===== config.mk =====
export PLATFORM = sky130hd
export DESIGN_NAME = reg8_dump_reader
export DESIGN_NICKNAME = d
export VERILOG_FILES = /design/src/rtl/reg8_dump_reader.sv
export SDC_FILE = /design/constraint.sdc
export NUM_CORES = 1
export LEC_CHECK = 0
export BUFFER_PORTS_ARGS = -buffer_cell sky130_fd_sc_hd__buf_2
export CAP_MARGIN = 20
export CORE_ASPECT_RATIO = 0.5
export CORE_MARGIN = 8
export CORE_UTILIZATION = 45
export CTS_BUF_LIST = sky130_fd_sc_hd__clkbuf_4 sky130_fd_sc_hd__clkbuf_8
export CTS_CLUSTER_SIZE = 14
export DETAILED_ROUTE_END_ITERATION = 10
export GPL_ROUTABILITY_DRIVEN = 0
export PLACE_DENSITY = 0.67
export SLEW_MARGIN = 25
export SYNTH_ARGS = -nofsm -noshare
export SYNTH_HDL_FRONTEND = slang
export SYNTH_SLANG_ARGS = --single-unit

===== constraint.sdc =====
create_clock -name clock -period 3.3 [get_ports clock]
set_input_delay 0.33 -clock clock [delete_from_list [all_inputs] [get_ports clock]]
set_output_delay 0.33 -clock clock [all_outputs]
set_load 0.01 [all_outputs]

===== src/rtl/reg8_dump_reader.sv =====
// Snapshot NREG 8-bit registers on start and stream them out over valid/ready, index 0 first.
// Optional REG8_DUMP_CHECKSUM_EN appends a two's-complement checksum byte to each dump.
module reg8_dump_reader #(
  parameter int NREG = 4,
  parameter int IDXW = 4
) (
  input  logic              clock,
  input  logic              reset_N,
  input  logic              start,
  input  logic [8*NREG-1:0] regs_in,
  output logic [7:0]        out_data,
  output logic              out_valid,
  input  logic              out_ready,
  output logic              busy,
  output logic              done
);

`ifdef REG8_DUMP_CHECKSUM_EN
  typedef enum logic [1:0] {IDLE, SEND, CSUM} state_t;
`else
  typedef enum logic [1:0] {IDLE, SEND} state_t;
`endif

  state_t                 state, state_n;
  logic [IDXW-1:0]        idx, idx_n, idx_inc;
  logic [NREG-1:0][7:0]   snap, snap_n;
  logic [7:0]             data_n, nxt_byte;
  logic                   valid_n, busy_n, done_n;
  logic                   xfer;
`ifdef REG8_DUMP_CHECKSUM_EN
  logic [7:0]             sum, sum_n, sum_add;
`endif

  assign xfer    = out_valid & out_ready;
  assign idx_inc = idx + IDXW'(1);

  always_comb begin
    nxt_byte = 8'h00;
    for (int k = 0; k < NREG; k++)
      if (idx_inc == IDXW'(k)) nxt_byte = snap[k];
  end

`ifdef REG8_DUMP_CHECKSUM_EN
  assign sum_add = sum + out_data;
`endif

  always_comb begin
    state_n = state;
    idx_n   = idx;
    snap_n  = snap;
    data_n  = out_data;
    valid_n = out_valid;
    busy_n  = busy;
    done_n  = 1'b0;
`ifdef REG8_DUMP_CHECKSUM_EN
    sum_n   = sum;
`endif
    case (state)
      IDLE: begin
        if (start) begin
          snap_n  = regs_in;
          idx_n   = '0;
          data_n  = regs_in[7:0];
          valid_n = 1'b1;
          busy_n  = 1'b1;
          state_n = SEND;
`ifdef REG8_DUMP_CHECKSUM_EN
          sum_n   = 8'h00;
`endif
        end
      end
      SEND: begin
        if (xfer) begin
`ifdef REG8_DUMP_CHECKSUM_EN
          sum_n = sum_add;
`endif
          if (idx == IDXW'(NREG-1)) begin
`ifdef REG8_DUMP_CHECKSUM_EN
            // Negated sum makes all NREG+1 bytes add to zero mod 256.
            data_n  = (~sum_add) + 8'h01;
            state_n = CSUM;
`else
            valid_n = 1'b0;
            busy_n  = 1'b0;
            done_n  = 1'b1;
            state_n = IDLE;
`endif
          end else begin
            idx_n  = idx_inc;
            data_n = nxt_byte;
          end
        end
      end
`ifdef REG8_DUMP_CHECKSUM_EN
      CSUM: begin
        if (xfer) begin
          valid_n = 1'b0;
          busy_n  = 1'b0;
          done_n  = 1'b1;
          state_n = IDLE;
        end
      end
`endif
      default: state_n = IDLE;
    endcase
  end

  always_ff @(posedge clock or negedge reset_N) begin
    if (!reset_N) begin
      state     <= IDLE;
      idx       <= '0;
      snap      <= '0;
      out_data  <= 8'h00;
      out_valid <= 1'b0;
      busy      <= 1'b0;
      done      <= 1'b0;
`ifdef REG8_DUMP_CHECKSUM_EN
      sum       <= 8'h00;
`endif
    end else begin
      state     <= state_n;
      idx       <= idx_n;
      snap      <= snap_n;
      out_data  <= data_n;
      out_valid <= valid_n;
      busy      <= busy_n;
      done      <= done_n;
`ifdef REG8_DUMP_CHECKSUM_EN
      sum       <= sum_n;
`endif
    end
  end

endmodule


-- Yosys cells after proc, flatten, opt, wreduce, memory -nomap -nowiden
Cells that the tools add are included.
- $add $sub $neg: 1
- eq/ne operators: 9
- multiplexer cells: 23
- bitwise operators: 1
- reductions and logical operators: 7
- operators by type and width (cell ; number):
    two-way mux 8 bit ; 7
    case mux 8 bit (2 select lines) ; 1
    equality test 4 x 2 -> 1 bit (second input constant) ; 3
    two-way mux 4 bit ; 3
    != test 2 bit (second input constant) ; 4
    case mux 4 bit (2 select lines) ; 1
    AND reduction 4 bit ; 2
    two-way mux 1 bit ; 6
    two-way mux 2 bit ; 3
    adder 4 x 1 -> 4 bit (second input constant) ; 1
    equality test 4 x 1 -> 1 bit (second input constant) ; 1
    logical NOT 4 bit ; 1
    case mux 2 bit (2 select lines) ; 1
    AND reduction 3 bit ; 1
    equality test 2 x 1 -> 1 bit (second input constant) ; 1
    logical NOT 2 bit ; 1
    case mux 1 bit (2 select lines) ; 1
    AND reduction 2 bit ; 1
    nonzero test 2 bit ; 1
    AND 1 bit ; 1
- register bits after elaboration: 48
- input bits: 36
- output and inout bits: 11

-- Depth between registers and ports, before layout
- depth after elaboration: 9
- gate-level depth with buffers: 7
- depth with buffers taken out: 7

-- Worst setup path after synthesis
OpenSTA, ideal clock, no wires.
- path kind: flip-flop to flip-flop
- from: register idx[0]
- to: register out_data[2]
- arrival time: 1.799 ns
- slack: 1.423 ns
- cell stages (with the launch flop): 8
- path buffers: 1
- period minus slack after synthesis: 1.877 ns
- cell sequence: dfrtp_1 ha_1 and2_1 and3_4 buf_6 o211ai_2 a311o_1 a21oi_1
- word-level cells in the longest chain between the ends: 9
- RTL lines (element ; line ; source):
    start, declared ; 25 ; logic [IDXW-1:0] idx, idx_n, idx_inc;
    start signal, assigned ; 122 ; idx <= idx_n;
    adder 4 x 1 -> 4 bit ; 35 ; assign idx_inc = idx + IDXW'(1);
    logical NOT 4 bit ; 40 ; if (idx_inc == IDXW'(k)) nxt_byte = snap[k];
    two-way mux 8 bit (4 in series) ; 40 ;
    two-way mux 8 bit ; 77 ; if (idx == IDXW'(NREG-1)) begin
    two-way mux 8 bit ; 73 ; if (xfer) begin
    case mux 8 bit (2 select lines) ; 58 ; case (state)
    end signal, assigned ; 124 ; out_data <= data_n;
    end, declared ; 11 ; output logic [7:0] out_data,
Parallel ways exist; a longest one is shown, timed or not. The select of a mux whose other input is x is not followed.
A chain may end at the register's enable or synchronous reset.

-- Worst setup path in the final report
- from: register idx[0]
- to: register out_data[5]
The elaborated chain is that of the path after synthesis.

==> impl_metrics.prom <==
# TYPE chip_impl_metric gauge
chip_impl_metric{name="dr_total_vias",unit=""} 2107
chip_impl_metric{name="layout_setup_ws",unit="ps"} 1040
chip_impl_metric{name="postRouteAntennaNets",unit=""} 0
chip_impl_info{name="worst_r2r_endpoint",value="out_data[5]$_DFFE_PN0P_"} 1
chip_impl_metric{name="detail_route.wl_per_cell",unit="um"} 16.5
chip_impl_metric{name="finalWorstPathRequiredPeriod",unit="ps"} 2260
chip_impl_metric{name="postSynthRegisterBits",unit=""} 46
chip_impl_info{name="cts_tree",value="built"} 1
chip_impl_info{name="mostFrequentLayoutCells",value="99 x nand2_1, 46 x dfrtp_1, 45 x buf_2"} 1
chip_impl_metric{name="layout.filler_cells",unit=""} 477
chip_impl_metric{name="post_place_setup_slack",unit="ps"} 1090
chip_impl_info{name="setup.worst_path.end",value="out_data[5]$_DFFE_PN0P_"} 1
chip_impl_metric{name="worstSkewPairLatency",unit="ps"} 300
chip_impl_info{name="critical_path.endpoint_type",value="flop"} 1
chip_impl_metric{name="drtPass1Iterations",unit=""} 5
chip_impl_metric{name="fin_cells",unit=""} 379
chip_impl_metric{name="static-leakage-power",unit="nW"} 1.31
chip_impl_metric{name="arrival_time_of_the_worst_setup_path",unit="ps"} 2490
chip_impl_metric{name="die_wd",unit="um"} 118
chip_impl_info{name="root_buffer",value="clkbuf_8"} 1
chip_impl_metric{name="placed_instances",unit=""} 371
chip_impl_metric{name="grt_max_degree",unit=""} 47
chip_impl_metric{name="dp_hpwl",unit="mm"} 4.50
chip_impl_metric{name="postSynthNetCount",unit=""} 306
chip_impl_info{name="worstSetupStartpoint",value="idx[0]$_DFFE_PN0P_"} 1
chip_impl_metric{name="post_cts_resized",unit=""} 0
chip_impl_metric{name="setup-violations-final",unit=""} 0
chip_impl_metric{name="synth_cell_types",unit=""} 42
chip_impl_metric{name="final.setup.tns",unit="ps"} 0
chip_impl_metric{name="relative_area_change_from_synthesis_to_final_layout",unit="%"} 16.0
chip_impl_metric{name="antenna_violations_before_repair",unit=""} 0
chip_impl_metric{name="cts.reportedPaths.clkPinSlew",unit="ps"} 90
chip_impl_metric{name="post_cts_hold_buffer_count",unit=""} 0
chip_impl_metric{name="number_of_enable_type_register_cells_in_the_synthesized_netlist",unit=""} 0
chip_impl_metric{name="drc_violation_count_after_routing",unit=""} 0
chip_impl_metric{name="drt_first_iter_violations",unit=""} 222
chip_impl_info{name="outcome",value="completed"} 1
chip_impl_info{name="worstHoldPathType",value="in2async"} 1
chip_impl_info{name="synthFlopType",value="dfrtp_1"} 1
chip_impl_metric{name="layout.nets",unit=""} 348
chip_impl_metric{name="timing.critical_path.required",unit="ps"} 3530
chip_impl_metric{name="timing_max_transition_violations_final",unit=""} 0
chip_impl_metric{name="grt_pass1_wl",unit="mm"} 10.3
chip_impl_metric{name="layout-drive-gt1-share",unit=""} 0.214
chip_impl_metric{name="proportion_of_synthesized_chip_area_in_sequential_cells",unit=""} 0.495
chip_impl_metric{name="ctsLongestPathBuffers",unit=""} 2
chip_impl_info{name="setup_repair_after_global_routing_missed_its_margin",value="false"} 1
chip_impl_metric{name="design.die.area",unit="um2"} 7860
chip_impl_metric{name="buffer_ports.inserted",unit=""} 46
chip_impl_metric{name="power_density",unit="nW/um2"} 893
chip_impl_metric{name="drt-total-wl",unit="mm"} 6.26
chip_impl_metric{name="depth_of_the_worst_register_to_register_path",unit=""} 5
chip_impl_info{name="timing.rr.start",value="idx[0]$_DFFE_PN0P_"} 1
chip_impl_metric{name="async_flop_share",unit=""} 1.00
chip_impl_metric{name="worst-slew-pin-transition",unit="ps"} 781
chip_impl_info{name="worst-setup-path-type",value="reg2reg"} 1
chip_impl_info{name="critical_path.startpoint_type",value="flop"} 1
chip_impl_metric{name="timing.slew.headroom",unit=""} 0.479
chip_impl_metric{name="vias_per_cell",unit=""} 5.56
chip_impl_metric{name="synth.yosys.warnings",unit=""} 0
chip_impl_metric{name="htree_num_levels",unit=""} 2
chip_impl_metric{name="fp-row-count",unit=""} 18
chip_impl_metric{name="synthesis.instances",unit=""} 266
chip_impl_metric{name="floorplan.io_pins",unit=""} 47
chip_impl_metric{name="p_total",unit="W"} 0.00241
chip_impl_metric{name="core_region_area",unit="um2"} 4950
chip_impl_metric{name="hold_violations",unit=""} 0
chip_impl_metric{name="grt_pass1_vias",unit=""} 2027
chip_impl_metric{name="timing.critical_path.fanout_max",unit=""} 10
chip_impl_metric{name="post_synth_instance_area",unit="um2"} 2330
chip_impl_metric{name="insertedDiodeCount",unit=""} 0
chip_impl_metric{name="floorplan.die.height",unit="um"} 66.8
chip_impl_info{name="commonest_non_fill_non_tap_cell_in_the_layout",value="nand2_1"} 1
chip_impl_metric{name="fin_worst_skew",unit="ps"} 4.34
chip_impl_metric{name="start_util",unit=""} 0.469
chip_impl_metric{name="achievable-frequency",unit="GHz"} 0.442
chip_impl_metric{name="global_route.usage.total",unit=""} 0.162
chip_impl_metric{name="r2r_setup_slack",unit="ps"} 1040
chip_impl_metric{name="power.ir.vdd_worst",unit="V"} 0.000373
chip_impl_metric{name="cts_setup_buffers",unit=""} 0
chip_impl_metric{name="maxCapViolCount",unit=""} 0
chip_impl_metric{name="grt.overflow.total",unit=""} 0
chip_impl_metric{name="clock_buffer_count_from_cts",unit=""} 5
chip_impl_metric{name="tritoncts_num_sinks",unit=""} 46
chip_impl_metric{name="postSynthAreaPerCell",unit="um2"} 8.74
chip_impl_metric{name="min_period_over_period",unit=""} 0.686
-- kinds of logic after synthesis --
logic type                 synth area share
and+or+nand+nor                       0.252
DFF                                   0.495
buffers and inverters                0.0441
adders and majority gates            0.0215
AOI/OAI and AO/OA                     0.184
xor gates and xnor gates            0.00377
-- where the power goes --
group / switching, W / total (W) / internal (W) / leakage [nW]
registers: 0.000198 / 0.00102 / 0.000821 / 0.570
logic: 0.000628 / 0.00103 / 0.000399 / 0.693
clock network: 0.000194 / 0.000363 / 0.000169 / 0.0472
-- state kept, by name, indices dropped and copies added (netlist names) --
register and cells:
out_data 8, done 1, snap 32, busy 1
idx 4
-- cells in the mapped netlist, types with 5 or more instances --
| cell type | n | area [um2] |
|---|---|---|
| inv_1 | 7 | 26.3 |
| dfrtp_1 | 46 | 1150 |
| o211ai_1 | 7 | 52.6 |
| a211oi_1 | 5 | 37.5 |
| a311o_1 | 5 | 50.1 |
| clkbuf_1 | 11 | 41.3 |
| or3_1 | 8 | 50.1 |
| a21oi_1 | 16 | 80.1 |
| o21ai_0 | 13 | 65.1 |
| nand2_1 | 99 | 372 |
| nand4_1 | 5 | 31.3 |
-- worst min-delay path by stage --
stage                               startpoint              endpoint
after floorplan                        reset_N      busy$_DFFE_PN0P_
final                                  reset_N  snap[26]$_DFFE_PN0P_
after global placement     snap[2]$_DFFE_PN0P_   snap[2]$_DFFE_PN0P_
after detailed placement  snap[27]$_DFFE_PN0P_  snap[27]$_DFFE_PN0P_
after global routing                   reset_N  snap[21]$_DFFE_PN0P_
after CTS                          regs_in[24]  snap[24]$_DFFE_PN0P_
-- metal layers --
metal | GRT usage | vias to the layer above | share of wire
li1 | - | 1001 | -
met2 | 0.242 | 84 | 0.44
met1 | 0.226 | 1005 | 0.47
met4 | 0.0632 | 0 | 0.023
met5 | 0 | - | 0
met3 | 0.0363 | 17 | 0.067
-- critical path: stages (launching register included) --
cell	delay (ps)
dfrtp_1	490
ha_1	340
nor3_2	640
o21ai_2	240
a311o_1	330
a21oi_1	150
-- cell type report --
cell class                      count  area (um2)  share of cell area
Timing Repair Buffer               50         263              0.0974
Inverter                            7        26.3             0.00974
Multi-Input combinational cell    198        1070               0.398
Clock buffer                        6        82.6              0.0306
Sequential cell                    46        1150               0.427
Clock inverter                      2        12.5             0.00464
Tap cell                           70        87.6              0.0325
-- stage by stage --
| stage | utilization | cell area, um2 | hold slack [ps] |
|---|---|---|---|
| after global placement | 0.525 | 2600 | 462 |
| after floorplan | - | 2330 | 34.4 |
| after CTS | 0.544 | 2700 | 203 |
| final | 0.544 | 2700 | 27.4 |
| after global routing | 0.544 | 2700 | 69.4 |
| after detailed placement | 0.525 | 2600 | 466 |
Power figures use the tool's default switching activity.
